==> src/rtl/pc_pkg.sv <==
// Shared definitions for the program-counter / call unit.
// Holds the operation encoding and the priority encoder that chooses one
// operation per cycle from the decode/exec request lines.
package pc_pkg;

  typedef logic [2:0] pc_op_t;

  localparam pc_op_t PC_HOLD   = 3'd0;
  localparam pc_op_t PC_INC    = 3'd1;
  localparam pc_op_t PC_BRANCH = 3'd2;
  localparam pc_op_t PC_JUMP   = 3'd3;
  localparam pc_op_t PC_CALL   = 3'd4;
  localparam pc_op_t PC_RET    = 3'd5;

  // Priority: jump > call > ret > branch > en > hold. Reset is handled by the
  // registers themselves and sits above all of these.
  function automatic pc_op_t pc_sel_op(input logic jump, input logic call, input logic ret,
                                       input logic branch, input logic en);
    pc_op_t op;
    if (jump)        op = PC_JUMP;
    else if (call)   op = PC_CALL;
    else if (ret)    op = PC_RET;
    else if (branch) op = PC_BRANCH;
    else if (en)     op = PC_INC;
    else             op = PC_HOLD;
    return op;
  endfunction

endpackage

==> src/rtl/return_stack.sv <==
// LIFO return-address stack.
// Ports:
//   clk_i, rst_i   clock and synchronous active-high reset (clears depth only)
//   push_i, din_i  push din_i; ignored when full
//   pop_i          drop the top entry; ignored when empty (push wins if both)
//   top_o          current top entry (undefined when empty)
//   depth_o        number of entries held
//   full_o/empty_o combinational decodes of depth_o
module return_stack #(
  parameter int unsigned W     = 8,
  parameter int unsigned DEPTH = 4
) (
  input  logic                       clk_i,
  input  logic                       rst_i,
  input  logic                       push_i,
  input  logic                       pop_i,
  input  logic [W-1:0]               din_i,
  output logic [W-1:0]               top_o,
  output logic [$clog2(DEPTH+1)-1:0] depth_o,
  output logic                       full_o,
  output logic                       empty_o
);

  localparam int unsigned DW = $clog2(DEPTH + 1);
  localparam int unsigned IW = (DEPTH > 1) ? $clog2(DEPTH) : 1;

  logic [W-1:0]  mem_q [DEPTH];
  logic [DW-1:0] depth_q, depth_d;
  logic          do_push, do_pop;

  assign full_o  = (depth_q == DW'(DEPTH));
  assign empty_o = (depth_q == '0);
  assign do_push = push_i && !full_o;
  assign do_pop  = pop_i && !empty_o && !push_i;

  always_comb begin
    depth_d = depth_q;
    if (do_push)     depth_d = depth_q + DW'(1);
    else if (do_pop) depth_d = depth_q - DW'(1);
  end

  always_ff @(posedge clk_i) begin
    if (rst_i) depth_q <= '0;
    else       depth_q <= depth_d;
  end

  // Entry contents need no reset; depth alone decides what is valid.
  always_ff @(posedge clk_i) begin
    if (do_push) mem_q[IW'(depth_q)] <= din_i;
  end

  assign top_o   = mem_q[IW'(depth_q - DW'(1))];
  assign depth_o = depth_q;

endmodule

==> src/rtl/pc_call_unit.sv <==
// Fetch-stage program counter with relative branch, absolute jump, and
// call/return through a hardware return-address stack.
// Ports:
//   clk_i, rst_i       clock and synchronous active-high reset
//   en_i               increment when no other op is requested
//   jump_i/jump_addr_i absolute jump
//   branch_i/branch_off_i  PC-relative branch, signed offset
//   call_i/call_addr_i push addr+1 and go to call_addr_i
//   ret_i              pop the stack top into the PC
//   addr_o             registered PC
//   stack_depth_o, stack_full_o, stack_empty_o  stack status
//   fault_o            sticky overflow/underflow flag, cleared only by reset
module pc_call_unit
  import pc_pkg::*;
#(
  parameter int unsigned       ADDR_W      = 8,
  parameter int unsigned       STACK_DEPTH = 4,
  parameter logic [ADDR_W-1:0] RESET_ADDR  = '0
) (
  input  logic                             clk_i,
  input  logic                             rst_i,
  input  logic                             en_i,
  input  logic                             jump_i,
  input  logic [ADDR_W-1:0]                jump_addr_i,
  input  logic                             branch_i,
  input  logic [ADDR_W-1:0]                branch_off_i,
  input  logic                             call_i,
  input  logic [ADDR_W-1:0]                call_addr_i,
  input  logic                             ret_i,
  output logic [ADDR_W-1:0]                addr_o,
  output logic [$clog2(STACK_DEPTH+1)-1:0] stack_depth_o,
  output logic                             stack_full_o,
  output logic                             stack_empty_o,
  output logic                             fault_o
);

  logic [ADDR_W-1:0] addr_q, addr_d;
  logic              fault_q, fault_d;
  logic [ADDR_W-1:0] addr_inc;
  logic [ADDR_W-1:0] stack_top;
  logic              push, pop;
  pc_op_t            op;

  assign op       = pc_sel_op(jump_i, call_i, ret_i, branch_i, en_i);
  assign addr_inc = addr_q + ADDR_W'(1);
  assign push     = (op == PC_CALL) && !stack_full_o;
  assign pop      = (op == PC_RET) && !stack_empty_o;

  return_stack #(
    .W     (ADDR_W),
    .DEPTH (STACK_DEPTH)
  ) u_stack (
    .clk_i   (clk_i),
    .rst_i   (rst_i),
    .push_i  (push),
    .pop_i   (pop),
    .din_i   (addr_inc),
    .top_o   (stack_top),
    .depth_o (stack_depth_o),
    .full_o  (stack_full_o),
    .empty_o (stack_empty_o)
  );

  always_comb begin
    addr_d = addr_q;
    case (op)
      PC_INC:    addr_d = addr_inc;
      PC_BRANCH: addr_d = addr_q + branch_off_i;
      PC_JUMP:   addr_d = jump_addr_i;
      PC_CALL:   if (push) addr_d = call_addr_i;
      PC_RET:    if (pop)  addr_d = stack_top;
      default:   addr_d = addr_q;
    endcase
  end

  // Overflow/underflow are the only ways to set the flag.
  assign fault_d = fault_q || ((op == PC_CALL) && stack_full_o)
                           || ((op == PC_RET) && stack_empty_o);

  always_ff @(posedge clk_i) begin
    if (rst_i) begin
      addr_q  <= RESET_ADDR;
      fault_q <= 1'b0;
    end else begin
      addr_q  <= addr_d;
      fault_q <= fault_d;
    end
  end

  assign addr_o  = addr_q;
  assign fault_o = fault_q;

endmodule

==> config.mk <==
export PLATFORM = sky130hd
export DESIGN_NAME = pc_call_unit
export DESIGN_NICKNAME = d
export VERILOG_FILES = /design/src/rtl/pc_pkg.sv /design/src/rtl/return_stack.sv /design/src/rtl/pc_call_unit.sv
export SDC_FILE = /design/constraint.sdc
export NUM_CORES = 1
export LEC_CHECK = 0
export BUFFER_PORTS_ARGS = -buffer_cell sky130_fd_sc_hd__buf_2
export CAP_MARGIN = 5
export CORE_MARGIN = 1.5
export CORE_UTILIZATION = 61
export CTS_CLUSTER_DIAMETER = 80
export DETAILED_ROUTE_END_ITERATION = 6
export HOLD_SLACK_MARGIN = 0.1
export PLACE_DENSITY = 0.92
export SLEW_MARGIN = 0
export SYNTH_ARGS = -nofsm -noshare
export SYNTH_HDL_FRONTEND = slang
export SYNTH_SLANG_ARGS = --single-unit
==> constraint.sdc <==
create_clock -name clk_i -period 3.8 [get_ports clk_i]
set_clock_uncertainty 0.2 [all_clocks]
set_input_delay 0.38 -clock clk_i [delete_from_list [all_inputs] [get_ports clk_i]]
set_output_delay 0.38 -clock clk_i [all_outputs]
set_load 0.05 [all_outputs]
==> results of run 1 <==
==> layer usage <==
layer / vias to the layer above / wire [um] / GRT usage (%)
li1: 978 / - / -
met1: 984 / 2905 / 40.18
met2: 105 / 2844 / 41.13
met3: 16 / 506 / 6.287
met4: 0 / 149 / 8.279
met5: - / 0 / 0
==> worst paths after layout <==
path	start	endpoint	slack, ps	cells after the start
min	jump_addr_i[2]	addr_o[2]	210	3
max reg2reg	addr_o[0]	addr_o[6]	1350	7
min reg2reg	fault_o	fault_o	290	2
max	addr_o[0]	addr_o[6]	1350	7
==> where the power goes <==
group,switching (mW),leakage [nW],internal [mW]
combinational,0.202,0.708,0.122
sequential,0.0274,0.393,0.546
clock,0.157,0.0654,0.263
==> state kept, by name, summed over array words and instances (netlist names) <==
register         flops
addr_o               8
fault_o              1
u_stack.depth_o      3
u_stack.mem_q       32
==> worst max-delay path, delay by kind of cell, from the launching register on <==
| family | cells | cell delay (ps) |
|---|---|---|
| DFF | 1 | 450 |
| AOI/OAI and AO/OA | 4 | 820 |
| muxes | 1 | 160 |
| adders and majority gates | 2 | 730 |
==> placed cells by master (no fill, tap or decap), types with 7 or more instances in the layout <==
master / count
buf_2: 44
edfxtp_1: 32
a21oi_1: 24
nand2_1: 20
ha_1: 14
nor2_1: 13
dfxtp_1: 12
xnor2_1: 8
o21ai_0: 8
mux4_2: 8
nand3_1: 7
==> stage by stage <==
step | instances | total power, mW | hold slack [ps]
global placement | 319 | 0.8908 | 247.6
detailed placement | 319 | 0.8993 | 262.4
global route | 327 | 1.358 | 235.9
finish | 327 | 1.316 | 211.9
CTS | 327 | 1.311 | 214.1
floorplan | 233 | 0.8145 | 281.5
==> cell families after synthesis <==
logic type / after synthesis / share of synthesized area, %
simple gates: 70 / 15.33
flops: 44 / 45.13
compound gates: 67 / 17.87
mux: 11 / 7.898
xor+xnor: 11 / 3.620
fa+ha+maj: 15 / 7.334
buf+inv: 15 / 2.820
==> layout make-up <==
| cell class | count | area, um2 |
|---|---|---|
| Sequential cell | 44 | 1201 |
| Timing Repair Buffer | 45 | 227.7 |
| Inverter | 6 | 22.52 |
| Multi-Input combinational cell | 174 | 1385 |
| Clock buffer | 6 | 72.57 |
| Clock inverter | 2 | 60.06 |
| Fill cell | 294 | 1055 |
| Tap cell | 50 | 62.56 |
==> impl_metrics.ini, run 1 <==
[detailed_routing]
drtIter0Drc = 206
wire_per_inst_um = 19.59
dr.pass1.iters = 4
drcViolationCount = 0
ant_nets = 0
vias_per_cell = 6.370
vias = 2083
wirelength_mm = 6.406

[sta]
finalSetupViolCount = 0
worst_slew_pin_slew_ps = 587.8
fin_crit_sh_pct = 64.59
worst_slack_ps = 1345
timing.fmax_mhz = 407.4
hold_viol = 0
slew_violations = 0
worst_slew_margin_rel_pct = 60.65
fin_setup_tns_ps = 0
layout_min_cycle_time_ps = 2455
grt_setup_unrepaired = no

[critical_path]
cp_slowest_cell = dfxtp_1
critPathRequiredTime_ps = 3810
crit_fanout = 10
max_stage_delay_ps = 450
worst_setup_path_start_kind = register
end_kind = register
worstSetupPathType = reg -> reg
crit_chain = ha_1, fa_1, a211oi_1, o21bai_1, mux2i_1, a21oi_1, o41ai_2
worstPathArrival_ps = 2460

[run_status]
status = finished clean

[cts]
worstSkewPairLatency_ps = 300
cts_buffer_depth = 2
cts_resized = 0
cts_tree = done
cts_buffers = 5
cts.sinks = 44
ctsHoldBuffers = 0
root_buffer = clkbuf_8
cts_setup_buffers = 0
path_clk_slew_ps = 80
htreeDepth = 2

[synthesis]
synth-seq-cells = 44
synth_nets = 279
synth_cell_types = 54
yosysSeqAreaShare_pct = 45.13
synth_edf_count = 32
syn_area_mm2 = 0.002661
syn_avg_cell_area_um2 = 11.42
synth_async_sr_flop_share_pct = 0
synth_top_cell_by_area = edfxtp_1
synth-warning-count = 0
yosysMostFrequentCell = edfxtp_1
yosys-top-cells-count = edfxtp_1, a21oi_1, nand2_1
synth_cells = 233
synth_top_area_share_pct = 36.11
synth_flop_cell = edfxtp_1
synth_area_leaders = edfxtp_1, dfxtp_1, mux4_2

[die]
io_pins = 45
core-area_mm2 = 0.004086
fp-row-count = 23
dieArea_mm2 = 0.004768
die_h_um = 69.05
die_x_um = 69.05
initial_core_util_pct = 65.13

[run]
maxCapViolations = 0

[place]
portBuffers = 44
dp_hpwl_mm = 4.596
gp_congestion = 0.9030
post-place-ws_ps = 1394
place_area_mm2 = 0.002899

[grt]
grt_overflow = 0
grt_usage_pct = 27.49
grt_pass1_wl_mm = 10.36
grt_pass1_vias = 2044
grt_start_max_net_pins = 22
antenna_found_initial = 0

[power]
p_per_area_mw_per_mm2 = 434.2
vdd_drop_max_v = 0.0004161
leakagePower_nw = 1.166

[worst_hold_path]
min_path_type = in -> reg

[final_layout]
fin_util_pct = 74.19
drive_gt1_share_pct = 26.35
n_antenna_cell = 0
fin_area_mm2 = 0.003032
synthToLayoutAreaGrowth_pct = 13.92
nNetsFinal = 322
Power figures use the tool's default switching activity.
==> run 2: changes to the inputs <==
Settings changed: ABC_AREA set to 1, CORE_UTILIZATION 61 to 51, PLACE_DENSITY 0.92 to 0.82.
Clock period 3.8 ns to 2 ns, I/O delays scaled along.
==> run 2 against run 1 <==
  * Clock power increased by 27%
  * Final cell count increased by 47%
  * Global-route usage decreased by 3.9 points
  * Sequential power increased by 90%
  * Critical path type unchanged
  * Non-clock buffer count increased by 16
  * Setup slack got worse by 1200 ps
  * Maximum frequency increased by 29%
  * Die area increased by 20%
  * Combinational power increased to 2.7 times the previous value
  * Total power increased by 89%
  * Synthesized area increased by 1.1%
  * Sequential share of layout area decreased by 2.8 points
==> impl_metrics.ini, run 2 <==
[synthesis]
syn_area_mm2 = 0.002691
synth_top_area_share_pct = 35.70
synth_flop_cell = edfxtp_1
synth_top_family_by_area = simple AND/OR/NAND/NOR gates
synth_area_leaders = edfxtp_1, nand2_1, dfxtp_1
yosysSeqAreaShare_pct = 44.63
synth_async_sr_flop_share_pct = 0
synthAdderAreaFrac_pct = 7.252
syn_avg_cell_area_um2 = 7.734
synth_nets = 394
synth.area.mux_share_pct = 0
synth-seq-cells = 44
synth_cells = 348
synth_top_cell_by_area = edfxtp_1
synth-compound-area-share_pct = 6.230
yosys-top-cells-count = nand2_1, inv_1, edfxtp_1
synth_xor_area_share_pct = 1.627
synthSimpleGateAreaFrac_pct = 32.36
yosysMostFrequentCell = nand2_1
synth_edf_count = 32
synth_cell_types = 28
synth-warning-count = 0

[detailed_routing]
vias = 2446
drtIter0Drc = 207
ant_nets = 0
vias_per_cell = 5.096
drcViolationCount = 0
dr.pass1.iters = 4
wirelength_mm = 6.180
wire_per_inst_um = 12.88

[die]
fp-row-count = 26
dieArea_mm2 = 0.005722
initial_core_util_pct = 52.69
core-area_mm2 = 0.005107
die_x_um = 75.65
io_pins = 45
die_h_um = 75.65

[critical_path]
cp_common_cell = ha_4
crit_chain = inv_1, ha_4, ha_4, inv_4, nor2_2, a21oi_4, nand2_4, buf_4, nor2_1, nand2_1, a21oi_2
end_kind = register
max_stage_delay_ps = 360
critPathRequiredTime_ps = 2030
worstPathArrival_ps = 1930
crit_buf_inv = 3
cp_slowest_cell = dfxtp_2
worst_setup_path_start_kind = register
worstSetupPathType = reg -> reg
crit_fanout = 7
critical_path.top_delay_family = adder cells

[place]
dp_hpwl_mm = 4.567
portBuffers = 44
dp.cells = 467
gp_congestion = 0.8214
post-place-ws_ps = 103.4
place_area_mm2 = 0.003142

[grt]
grt_usage_pct = 23.55
antenna_found_initial = 0
grt_pass1_wl_mm = 9.887
grt_overflow = 0
grt_start_max_net_pins = 20
grt_pass1_vias = 2134

[final_layout]
largest_reg_flops = 32
fin_area_mm2 = 0.003277
synthToLayoutAreaGrowth_pct = 21.76
fin_cells = 480
final_common_cell = nand2_1
n_antenna_cell = 0
nNetsFinal = 455
most-common-layout-cells = nand2_1, buf_2, inv_1
regMostFlops = u_stack.mem_q
drive_gt1_share_pct = 23.17
fin_util_pct = 64.16

[sta]
layout_min_cycle_time_ps = 1897
finalSetupViolCount = 0
worst_slew_pin_slew_ps = 400.8
worst_slack_ps = 103.3
fin_setup_tns_ps = 0
hold_viol = 0
fin_crit_sh_pct = 94.84
timing.fmax_mhz = 527.2
slew_violations = 0
grt_setup_unrepaired = no
worst_slew_margin_rel_pct = 73.06

[power]
vdd_drop_max_v = 0.0004684
p_per_area_mw_per_mm2 = 761.2
leakagePower_nw = 1.587

[worst_hold_path]
min_path_type = in -> reg

[cts]
htreeDepth = 2
cts_buffer_depth = 2
root_buffer = clkbuf_8
worstSkewPairLatency_ps = 290
path_clk_slew_ps = 80
cts_tree = done
cts_buffers = 5
cts.sinks = 44

[run]
maxCapViolations = 0

[run_status]
status = finished clean
## run 2: cell type report
type	instances	area [um2]
timing repair buffer	61	352.8
clock buffer	7	76.32
clock inverter	1	5.005
tap	70	87.58
sequential	44	1206
inverter	45	176.4
multi-input combinational	252	1373
fill	429	1831
## run 2: what timing repair did
action / 4_1_cts / 5_1_grt
setup endpoints to repair: 0 / 4
hold buffers: 2 / 0
hold endpoints to repair: 10 / 0
gates resized for setup: 0 / 3
buffers inserted: 0 / 2
## run 2: logic make-up (layout without fill, tap and decap cells)
| kind of cell | Yosys count | count (layout) |
|---|---|---|
| AOI/OAI and AO/OA | 30 | 30 |
| xor gates and xnor gates | 5 | 5 |
| adders and majority gates | 15 | 15 |
| buffers and inverters | 53 | 114 |
| DFF | 44 | 44 |
| and+or+nand+nor | 201 | 202 |
## run 2: per-layer routing
layer | vias up | track usage [%] | part of all wire [%]
met1 | 1128 | 29.68 | 42
met3 | 6 | 3.175 | 4.1
met2 | 77 | 42.01 | 53
met5 | - | 0 | 0
li1 | 1235 | - | -
met4 | 0 | 7.341 | 1.2
## run 2: tightest hold or removal path, stage by stage
cell	delay, ps
buf_2	70
nand2_1	50
nand4_1	80
nand2_1	60
a21oi_2	100
## run 2: worst paths after layout
kind | startpoint | endpoint | slack (ps) | depth (start not counted)
max reg2reg | u_stack.depth_o[1] | addr_o[4] | 100 | 11
min reg2reg | fault_o | fault_o | 260 | 2
min | jump_addr_i[4] | addr_o[4] | 110 | 5
max | u_stack.depth_o[1] | addr_o[4] | 100 | 11
## run 2: power by group
group,internal (mW),leakage [nW],switching [mW],total [mW]
combinational,0.301,1.15,0.567,0.868
clock,0.245,0.0422,0.286,0.532
sequential,1.06,0.394,0.0380,1.09
## run 2: through the flow
stage | hold WS (ps) | power [mW]
after global routing | 135.3 | 2.632
after global placement | 245.8 | 1.932
after detailed placement | 248.9 | 1.959
after CTS | 107.3 | 2.482
after floorplan | 162.6 | 1.734
final | 108.4 | 2.495
